[src/rtl/pipeline_hazard_ctrl.sv]
// Pipeline hazard sequencer: Mealy clock-enable / flush control for IF/ID, ID/EX, EX/BEQ, MEM/WB and PC.
// Resolves load-use stalls, taken-branch squashes, memory waits and debug halt; counts frozen-PC cycles.

// state     | meaning
// ----------+------------------------------------------------------------
// RUN       | normal issue; hazards resolved combinationally by priority
// STALL_MEM | data memory busy; whole pipe frozen until one cycle after ready
// HALT      | debug halt; whole pipe frozen until resume
// UNUSED    | illegal encoding; frozen like HALT, returns to RUN on next Tick
module pipeline_hazard_ctrl #(
  parameter int CntBits = 16
) (
  input  logic               Clock,
  input  logic               Reset,
  input  logic               Tick,
  input  logic               halt_req,
  input  logic               resume,
  input  logic               mem_busy,
  input  logic               branch_taken,
  input  logic               load_use,
  output logic               en_pc,
  output logic               en_ifid,
  output logic               en_idex,
  output logic               en_exmem,
  output logic               en_memwb,
  output logic               flush_ifid,
  output logic               flush_idex,
  output logic               pc_sel_branch,
  output logic [1:0]         state,
  output logic [CntBits-1:0] stall_cnt
);

  typedef enum logic [1:0] {
    RUN       = 2'd0,
    STALL_MEM = 2'd1,
    HALT      = 2'd2,
    UNUSED    = 2'd3
  } state_e;

  localparam logic [CntBits-1:0] CntMax = '1;
  localparam logic [CntBits-1:0] CntOne = {{(CntBits-1){1'b0}}, 1'b1};

  state_e             state_q, state_d;
  logic [CntBits-1:0] cnt_q, cnt_d;

  logic en_pc_c, en_ifid_c, en_idex_c, en_exmem_c, en_memwb_c;
  logic flush_ifid_c, flush_idex_c, pc_sel_c;

  always_ff @(posedge Clock or posedge Reset) begin
    if (Reset) begin
      state_q <= RUN;
      cnt_q   <= '0;
    end else begin
      state_q <= state_d;
      cnt_q   <= cnt_d;
    end
  end

  always_comb begin
    state_d      = state_q;
    en_pc_c      = 1'b0;
    en_ifid_c    = 1'b0;
    en_idex_c    = 1'b0;
    en_exmem_c   = 1'b0;
    en_memwb_c   = 1'b0;
    flush_ifid_c = 1'b0;
    flush_idex_c = 1'b0;
    pc_sel_c     = 1'b0;
    if (Tick) begin
      case (state_q)
        RUN: begin
          if (halt_req) begin
            state_d = HALT;
          end else if (mem_busy) begin
            state_d = STALL_MEM;
          end else if (branch_taken) begin
            en_pc_c      = 1'b1;
            en_ifid_c    = 1'b1;
            en_idex_c    = 1'b1;
            en_exmem_c   = 1'b1;
            en_memwb_c   = 1'b1;
            flush_ifid_c = 1'b1;
            flush_idex_c = 1'b1;
            pc_sel_c     = 1'b1;
          end else if (load_use) begin
            // hold PC and IF/ID, inject one bubble into ID/EX
            en_idex_c    = 1'b1;
            en_exmem_c   = 1'b1;
            en_memwb_c   = 1'b1;
            flush_idex_c = 1'b1;
          end else begin
            en_pc_c    = 1'b1;
            en_ifid_c  = 1'b1;
            en_idex_c  = 1'b1;
            en_exmem_c = 1'b1;
            en_memwb_c = 1'b1;
          end
        end
        STALL_MEM: begin
          // exit cycle stays frozen; branch/load-use are re-evaluated back in RUN
          if (!mem_busy) state_d = RUN;
        end
        HALT: begin
          if (resume) state_d = RUN;
        end
        default: begin
          state_d = RUN;
        end
      endcase
    end
  end

  always_comb begin
    cnt_d = cnt_q;
    if (Tick && !en_pc_c && (cnt_q != CntMax)) cnt_d = cnt_q + CntOne;
  end

  // Reset input gates outputs directly so enables cannot pulse during reset
  assign en_pc         = en_pc_c      & ~Reset;
  assign en_ifid       = en_ifid_c    & ~Reset;
  assign en_idex       = en_idex_c    & ~Reset;
  assign en_exmem      = en_exmem_c   & ~Reset;
  assign en_memwb      = en_memwb_c   & ~Reset;
  assign flush_ifid    = flush_ifid_c & ~Reset;
  assign flush_idex    = flush_idex_c & ~Reset;
  assign pc_sel_branch = pc_sel_c     & ~Reset;

  assign state     = state_q;
  assign stall_cnt = cnt_q;

endmodule

[config.mk]
export PLATFORM = sky130hd
export DESIGN_NAME = pipeline_hazard_ctrl
export DESIGN_NICKNAME = d
export VERILOG_FILES = /design/src/rtl/pipeline_hazard_ctrl.sv
export SDC_FILE = /design/constraint.sdc
export NUM_CORES = 1
export LEC_CHECK = 0
export CAP_MARGIN = 20
export CORE_UTILIZATION = 40
export DETAILED_ROUTE_END_ITERATION = 6
export PLACE_DENSITY = 0.75
export SLEW_MARGIN = 20
export SYNTH_ARGS = -nofsm -noshare
export SYNTH_HDL_FRONTEND = slang
export SYNTH_SLANG_ARGS = --single-unit
[constraint.sdc]
create_clock -name Clock -period 1.8 [get_ports Clock]
set_clock_uncertainty 0.15 [all_clocks]
set_input_delay 0.36 -clock Clock [delete_from_list [all_inputs] [get_ports Clock]]
set_output_delay 0.36 -clock Clock [all_outputs]
set_load 0.05 [all_outputs]
# ---- Word-level counts from Yosys, hierarchy flattened
# Index checks and enable logic that the tools add are counted.
dict set report totals {
  register_bits 18
  input_bits 8
  output_inout_bits 26
  word_cells 45
}
dict set report op_classes {
  n_addsub 1
  n_eq_ne 6
  mux 26
  n_bitwise 5
  reduce_logical 5
}
# operator count
set ops {}
lappend ops {{1-bit two-way mux} 21}
lappend ops {{16-bit by 1-bit adder with 16-bit output (second input constant)} 1}
lappend ops {{16-bit != test (second input constant)} 1}
lappend ops {{2-bit two-way mux} 4}
lappend ops {{2-bit one-hot mux with 3 select lines} 1}
lappend ops {{1-bit AND} 4}
lappend ops {{2-bit != test (second input constant)} 2}
lappend ops {{4-bit AND reduction} 1}
lappend ops {{3-bit != test (second input constant)} 1}
lappend ops {{2-bit by 1-bit equality test with 1-bit output (second input constant)} 1}
lappend ops {{2-bit equality test (second input constant)} 1}
lappend ops {{1-bit logical AND} 2}
lappend ops {{2-bit logical NOT} 1}
lappend ops {{1-bit logical NOT} 1}
lappend ops {{1-bit inverter} 1}

# ---- Longest topological paths before layout
# Gate-level depths: netlist of run 1.
dict set report logic_depth {
  word_depth 9
  depth_mapped 6
  depth_no_buf 5
}

# ---- Worst setup path after synthesis of run 1
# OpenSTA, ideal clock, no wires.
dict set report synth_path {
  path_kind {register to output}
  from {register state_q[0] (netlist: state[0])}
  to {output pc_sel_branch}
  arrival_ns 2.848
  t_required_ns 1.290
  path_slack_ns -1.558
  path_stages_with_launch 5
  path_buffers 1
  cell_sequence {dfrtp_1 or4_4 nor2_1 and2_1 buf_4}
}
dict set report synth_between {
  elab_chain_cells 4
}
# item line
set synth_rtl {}
lappend synth_rtl {{from (decl)} 43} ;# state_e state_q, state_d;
lappend synth_rtl {{from (signal assigned)} 54} ;# state_q <= state_d;
lappend synth_rtl {{2-bit logical NOT} -}
lappend synth_rtl {{1-bit two-way mux (2 in a row)} -}
lappend synth_rtl {{1-bit AND} -}
lappend synth_rtl {{to (decl)} 28} ;# output logic pc_sel_branch,
# Every way passes these cells.

# ---- Worst setup path after layout of run 1
dict set report layout_path {
  from {register state_q[0] (netlist: state[0])}
  to {output flush_idex}
}
dict set report layout_between {
  elab_chain_cells 4
}
# item line
set layout_rtl {}
lappend layout_rtl {{2-bit logical NOT} 70} ;# case (state_q)
lappend layout_rtl {{1-bit two-way mux} 70}
lappend layout_rtl {{1-bit two-way mux} 69} ;# if (Tick) begin
lappend layout_rtl {{1-bit AND} 125} ;# assign flush_idex = flush_idex_c & ~Reset;
lappend layout_rtl {{to (decl)} 27} ;# output logic flush_idex,
# Every way passes these cells.

==> results of run 1 <==
metrics by stage:
stage,setup TNS [ns],power [mW],hold slack (ns),utilization
after floorplan,-6.71,1.38,0.157,-
after global placement,-10.99,2.07,0.317,0.846
after detailed placement,-11.62,2.14,0.345,0.846
after CTS,-7.75,2.38,0.244,0.886
after global routing,-8.51,2.48,0.267,0.886
final,-7.80,2.39,0.234,0.886
cells by family after synthesis:
kind of cell	count (synthesis)	share of synthesized area
flops	18	0.453
fa+ha+maj	1	0.0126
compound gates	6	0.0466
mux	1	0.0151
xor+xnor	15	0.132
buf+inv	9	0.0579
simple gates	45	0.282
power breakdown:
group          leakage [nW]  switching, mW  internal, mW
combinational         0.646          0.758         0.701
clock                0.0138          0.135        0.0782
sequential            0.200          0.179         0.539
worst max-delay path by stage:
| stage | from | endpoint | slack, ns | cells after the start |
|---|---|---|---|---|
| after floorplan | state[1]$_DFFE_PP0P_ | pc_sel_branch | -0.64 | 4 |
| after global placement | mem_busy | flush_ifid | -0.51 | 5 |
| after detailed placement | mem_busy | flush_idex | -0.57 | 5 |
| after CTS | state[0]$_DFFE_PP0P_ | flush_idex | -0.49 | 4 |
| after global routing | state[0]$_DFFE_PP0P_ | flush_idex | -0.55 | 4 |
| final | state[0]$_DFFE_PP0P_ | flush_idex | -0.51 | 4 |
cell type report:
type | count | area, um^2 | area share
Timing Repair Buffer | 63 | 830 | 0.411
Multi-Input combinational cell | 68 | 646 | 0.320
Sequential cell | 18 | 473 | 0.234
Tap cell | 28 | 35.0 | 0.0174
Clock buffer | 3 | 22.5 | 0.0112
Inverter | 3 | 11.3 | 0.00558
sequential cells by signal, indices dropped and copies added, names as in the netlist:
register and cells:
stall_cnt 16, state 2
placed cells by master, fill, tap and decap left out, types with 2 or more instances in the layout:
| cell | netlist | layout |
|---|---|---|
| a21oi_1 | 2 | 2 |
| dfrtp_2 | 0 | 18 |
| clkdlybuf4s50_1 | 0 | 6 |
| buf_6 | 1 | 2 |
| nand3_1 | 3 | 3 |
| nor3_2 | 0 | 5 |
| and3_1 | 2 | 2 |
| nor4_2 | 0 | 2 |
| and4_1 | 2 | 2 |
| inv_1 | 3 | 3 |
| nor4_4 | 1 | 5 |
| xor2_1 | 15 | 15 |
| buf_4 | 4 | 28 |
| clkbuf_4 | 0 | 3 |
| nand4_1 | 2 | 2 |
| nand2_1 | 9 | 9 |
| nor2_1 | 3 | 2 |
| buf_12 | 0 | 25 |
| nor3b_2 | 0 | 2 |
metal layers:
layer	track usage	up-vias
li1	-	453
met1	0.306	502
met5	0	-
met2	0.521	38
met3	0.0468	14
met4	0.131	0
what timing repair did:
item	in CTS	in global routing
buffers inserted	3	0
setup endpoints to repair	24	24
gates cloned	1	0
pin swaps	3	2
resized for setup	4	0
critical path, cell delays in order, from the launching register on:
cell and delay [ns]:
dfrtp_2 0.42, or4_4 0.58, nor2_4 0.14, o21a_1 0.21, buf_12 0.15
==> flow_summary.yaml, run 1 <==
worst_setup_path:
  r2r-end: "stall_cnt[2]$_DFFE_PP0P_"
  timing.rr.start: "state[0]$_DFFE_PP0P_"
  critPathArrivalTime_ns: 1.80
  rr_worst_depth: 7
  reg2reg_slack_ns: -0.31
  crit_fanout: 3
  crit_required_ns: 1.29
  endpoint_kind: "primary output"
  crit_type: "flip-flop to primary output"
  startpoint_type: "flip-flop"
place:
  placed_area_um2: 1930
  place_ws_ns: -0.568
  port_buffers: 33
  gp_congestion: 0.850
  dp.cells: 176
  hpwlAfterDp_mm: 2.50
timing:
  period_share: 1.28
  slew_headroom: 0.752
  max_freq_mhz: 432
  setup_ws_ns: -0.513
  period_minus_slack_ns: 2.31
  worstMarginPinSlew_ns: 0.370
  grt_setup_unrepaired: "yes"
  finalSetupViolations: 24
  finalHoldViolCount: 0
  slew_viol_final: 0
grt:
  overflow: 0
  grt_usage: 0.281
  grt_pass1_wl_mm: 5.37
  grt_pass1_vias: 1080
  antenna_found_initial: 0
  grt_max_degree: 19
clock_network:
  cts_inserted_buffers: 3
  cts_max_path_buffers: 2
  cts_tree: "yes"
  ctsHoldBuffers: 0
  clk_pin_slew_ns: 0.11
  cts_sinks: 18
  cts-root-buf: "clkbuf_4"
  htree_levels: 1
  clock_latency_ns: 0.31
run_status:
  status: "finished, violations left"
  violations: "negative setup slack"
layout:
  n_fill_cell: 87
  design_area_um2: 2020
  nets: 166
  stdcell_count: 183
  antennaDiodeCount: 0
  area_growth_pct: 103
  drive_gt1_frac: 0.671
job:
  maxCapViolCount: 0
die:
  num_rows: 17
  die_w_um: 51.8
  io_pins: 34
  start_util: 0.437
  dieArea_um2: 2690
  die_y_um: 51.8
  coreArea_um2: 2280
routing:
  drc: 0
  wl_met3_um: 92
  dr_wl_met2_mm: 1.90
  via_per_inst: 5.50
  detail-route-antenna-nets: 0
  vias: 1007
  firstDrtPassIters: 4
  drt_iter0_drc: 26
  dr.max_layer_used: "met4"
  met1_length_mm: 1.27
  routedWlPerCell_um: 18.5
  finalWirelength_mm: 3.38
synthesis:
  ys_ff_latch: 18
  yosysSeqAreaShare: 0.453
  synth_cell_types: 32
  synthTopCellsByArea: "dfrtp_1 (45%), xor2_1 (13%), nor4_1 (3.8%)"
  postSynth.asyncResetShare: 1.00
  synthFlopType: "dfrtp_1"
  synth_largest_area_cell: "dfrtp_1"
  synth_enable_flop_cells: 0
  yosys_warnings: 0
  synth_common_cells: "dfrtp_1 (18), xor2_1 (15), nand2_1 (9)"
  syn_nets: 104
  synthCells: 95
  synth_top_cell_area_share: 0.453
  syn_area_um2: 993
  syn_area_per_cell_um2: 10.5
  yosysMostFrequentCell: "dfrtp_1"
pwr:
  leakage_nw: 0.859
  ir_worst_vdd_uv: 1430
  power_density_nw_per_um2: 1190
hold_path:
  min_path_type: "primary input to asynchronous set/reset pin"
Note: power is estimated with default switching activity, not from simulation.
==> inputs of run 2 (changes only) <==
DONT_BUFFER_PORTS = 1   (was not set)
PLACE_DENSITY = not set   (was 0.75)
clock period = 2.1 ns   (was 1.8 ns; I/O delays follow)
==> run 2 against run 1 <==
The flow still finishes with violations (negative setup slack). Sequential share of layout area up 9.8 points. Flip-flop and latch count unchanged. First-iteration DRC count down 81%. Cell area shrank 32%. Register-to-register slack gained 0.38 ns. Cell count is 17% lower. Via count fell by 18%.
==> flow_summary.yaml, run 2 (synthesis gave the netlist of run 1 again) <==
clock_network:
  cts_max_path_buffers: 2
  cts_sinks: 18
  clock_latency_ns: 0.29
  clk_pin_slew_ns: 0.10
  htree_levels: 1
  cts-root-buf: "clkbuf_4"
  cts_tree: "yes"
  cts_inserted_buffers: 3
place:
  hpwlAfterDp_mm: 1.68
  place_ws_ns: 0.0899
  gp_congestion: 0.780
  dp.cells: 146
  port_buffers: 0
die:
  die_y_um: 51.8
  die_w_um: 51.8
  num_rows: 17
  io_pins: 34
  start_util: 0.437
  coreArea_um2: 2280
  dieArea_um2: 2690
worst_setup_path:
  max_stage_delay_ns: 0.53
  worst_path_max_delay_cell: "or4_4"
  reg2reg_slack_ns: 0.07
  critPathArrivalTime_ns: 1.67
  endpoint_kind: "primary output"
  timing.rr.start: "state[1]$_DFFE_PP0P_"
  crit_fanout: 3
  startpoint_type: "flip-flop"
  crit_type: "flip-flop to primary output"
  crit_required_ns: 1.53
  r2r-end: "stall_cnt[1]$_DFFE_PP0P_"
  path_cells: "or4_4 -> nor2_4 -> buf_4 -> buf_12"
  rr_worst_depth: 5
layout:
  drive_gt1_frac: 0.403
  post-route-util: 0.603
  layout.cells.most_common: "buf_4"
  area_growth_pct: 38.0
  largest_reg_flops: 16
  antennaDiodeCount: 0
  stdcell_count: 152
  nets: 134
  layout_common_cells: "buf_4 (23), xor2_1 (15), dfrtp_1 (14), nand2_1 (9), buf_12 (7)"
  n_fill_cell: 196
timing:
  finalSetupViolations: 8
  worstMarginPinSlew_ns: 0.331
  period_minus_slack_ns: 2.24
  slew_headroom: 0.776
  max_freq_mhz: 446
  setup_ws_ns: -0.140
  finalHoldViolCount: 0
  grt_setup_unrepaired: "yes"
  slew_viol_final: 0
  period_share: 1.07
grt:
  grt_usage: 0.193
  grt_pass1_wl_mm: 3.75
  grt_max_degree: 19
  overflow: 0
  grt_pass1_vias: 840
  antenna_found_initial: 0
routing:
  dr.max_layer_used: "met4"
  vias: 821
  finalWirelength_mm: 2.12
  met1_length_um: 907
  routedWlPerCell_um: 13.9
  detail-route-antenna-nets: 0
  dr_wl_met2_mm: 1.05
  wl_met3_um: 145
  drt_iter0_drc: 5
  via_per_inst: 5.40
  firstDrtPassIters: 2
  drc: 0
job:
  maxCapViolCount: 0
hold_path:
  holdPathStages: 1
  min-delay-start: "Tick"
  min_path_type: "primary input to flip-flop"
  min_to: "state[0]$_DFFE_PP0P_"
pwr:
  leakage_nw: 0.630
  total_power_mw: 1.56
  ir_worst_vdd_uv: 779
  power_density_nw_per_um2: 1140
run_status:
  status: "finished, violations left"
  violations: "negative setup slack"
[run 2: changes by cell type in the layout (fill, tap and decap cells not counted), moves of 4 or more]
cell,change
nor4_4,-4
buf_4,-5
clkdlybuf4s50_1,-6
buf_12,-18
dfrtp_2,-14
nor4_1,+6
dfrtp_1,+14
nor3_2,-5
nor3_1,+5
[run 2: where the power goes]
group	switching, mW	leakage [nW]	internal, mW
logic	0.585	0.392	0.251
clock network	0.104	0.0210	0.106
registers	0.0644	0.216	0.448
total	0.754	0.630	0.805
[run 2: worst max path at each step]
| stage | startpoint | to | slack [ns] | cells past startpoint |
|---|---|---|---|---|
| 2_1_floorplan | state[1]$_DFFE_PP0P_ | pc_sel_branch | -0.40 | 4 |
| 3_3_place_gp | mem_busy | en_idex | 0.1 | 4 |
| 3_5_place_dp | mem_busy | en_idex | 0.09 | 4 |
| 4_1_cts | state[1]$_DFFE_PP0P_ | en_idex | -0.15 | 4 |
| 5_1_grt | state[1]$_DFFE_PP0P_ | en_memwb | -0.21 | 4 |
| 6_report | state[1]$_DFFE_PP0P_ | en_idex | -0.14 | 4 |
[run 2: metal layers]
metal | up-vias | track usage
li1 | 392 | -
met1 | 402 | 0.227
met2 | 25 | 0.323
met3 | 2 | 0.0585
met4 | 0 | 0.0811
met5 | - | 0
[run 2: stage by stage]
step                instance area [um^2]  hold WS [ns]  setup TNS [ns]
finish                              1370        0.0592          -0.925
detailed placement                  1320         0.206               0
CTS                                 1370        0.0560          -0.998
global route                        1370        0.0482           -1.50
floorplan                           1030         0.114           -1.69
global placement                    1320         0.204               0
[run 2: worst max-delay path: cells and delay by family (launching register included)]
family                 cells  cell delay (ns)
DFF                        1             0.42
and+or+nand+nor            2             0.65
buffers and inverters      2             0.32
[run 2: timing repair]
| item | CTS | global route |
|---|---|---|
| hold buffers | 1 | 0 |
| buffers inserted | 1 | 0 |
| pin swaps | 1 | 1 |
| gates resized for setup | 0 | 0 |
| endpoints found under the hold margin | 18 | 0 |
| setup endpoints to repair | 8 | 11 |
[run 2: cell type report]
cell class	count	area, um^2	share of cell area
Tap cell	28	35.0	0.0255
Clock buffer	4	36.3	0.0265
Timing Repair Buffer	31	323	0.235
Sequential cell	18	455	0.332
Inverter	3	15.0	0.0109
Multi-Input combinational cell	68	507	0.370
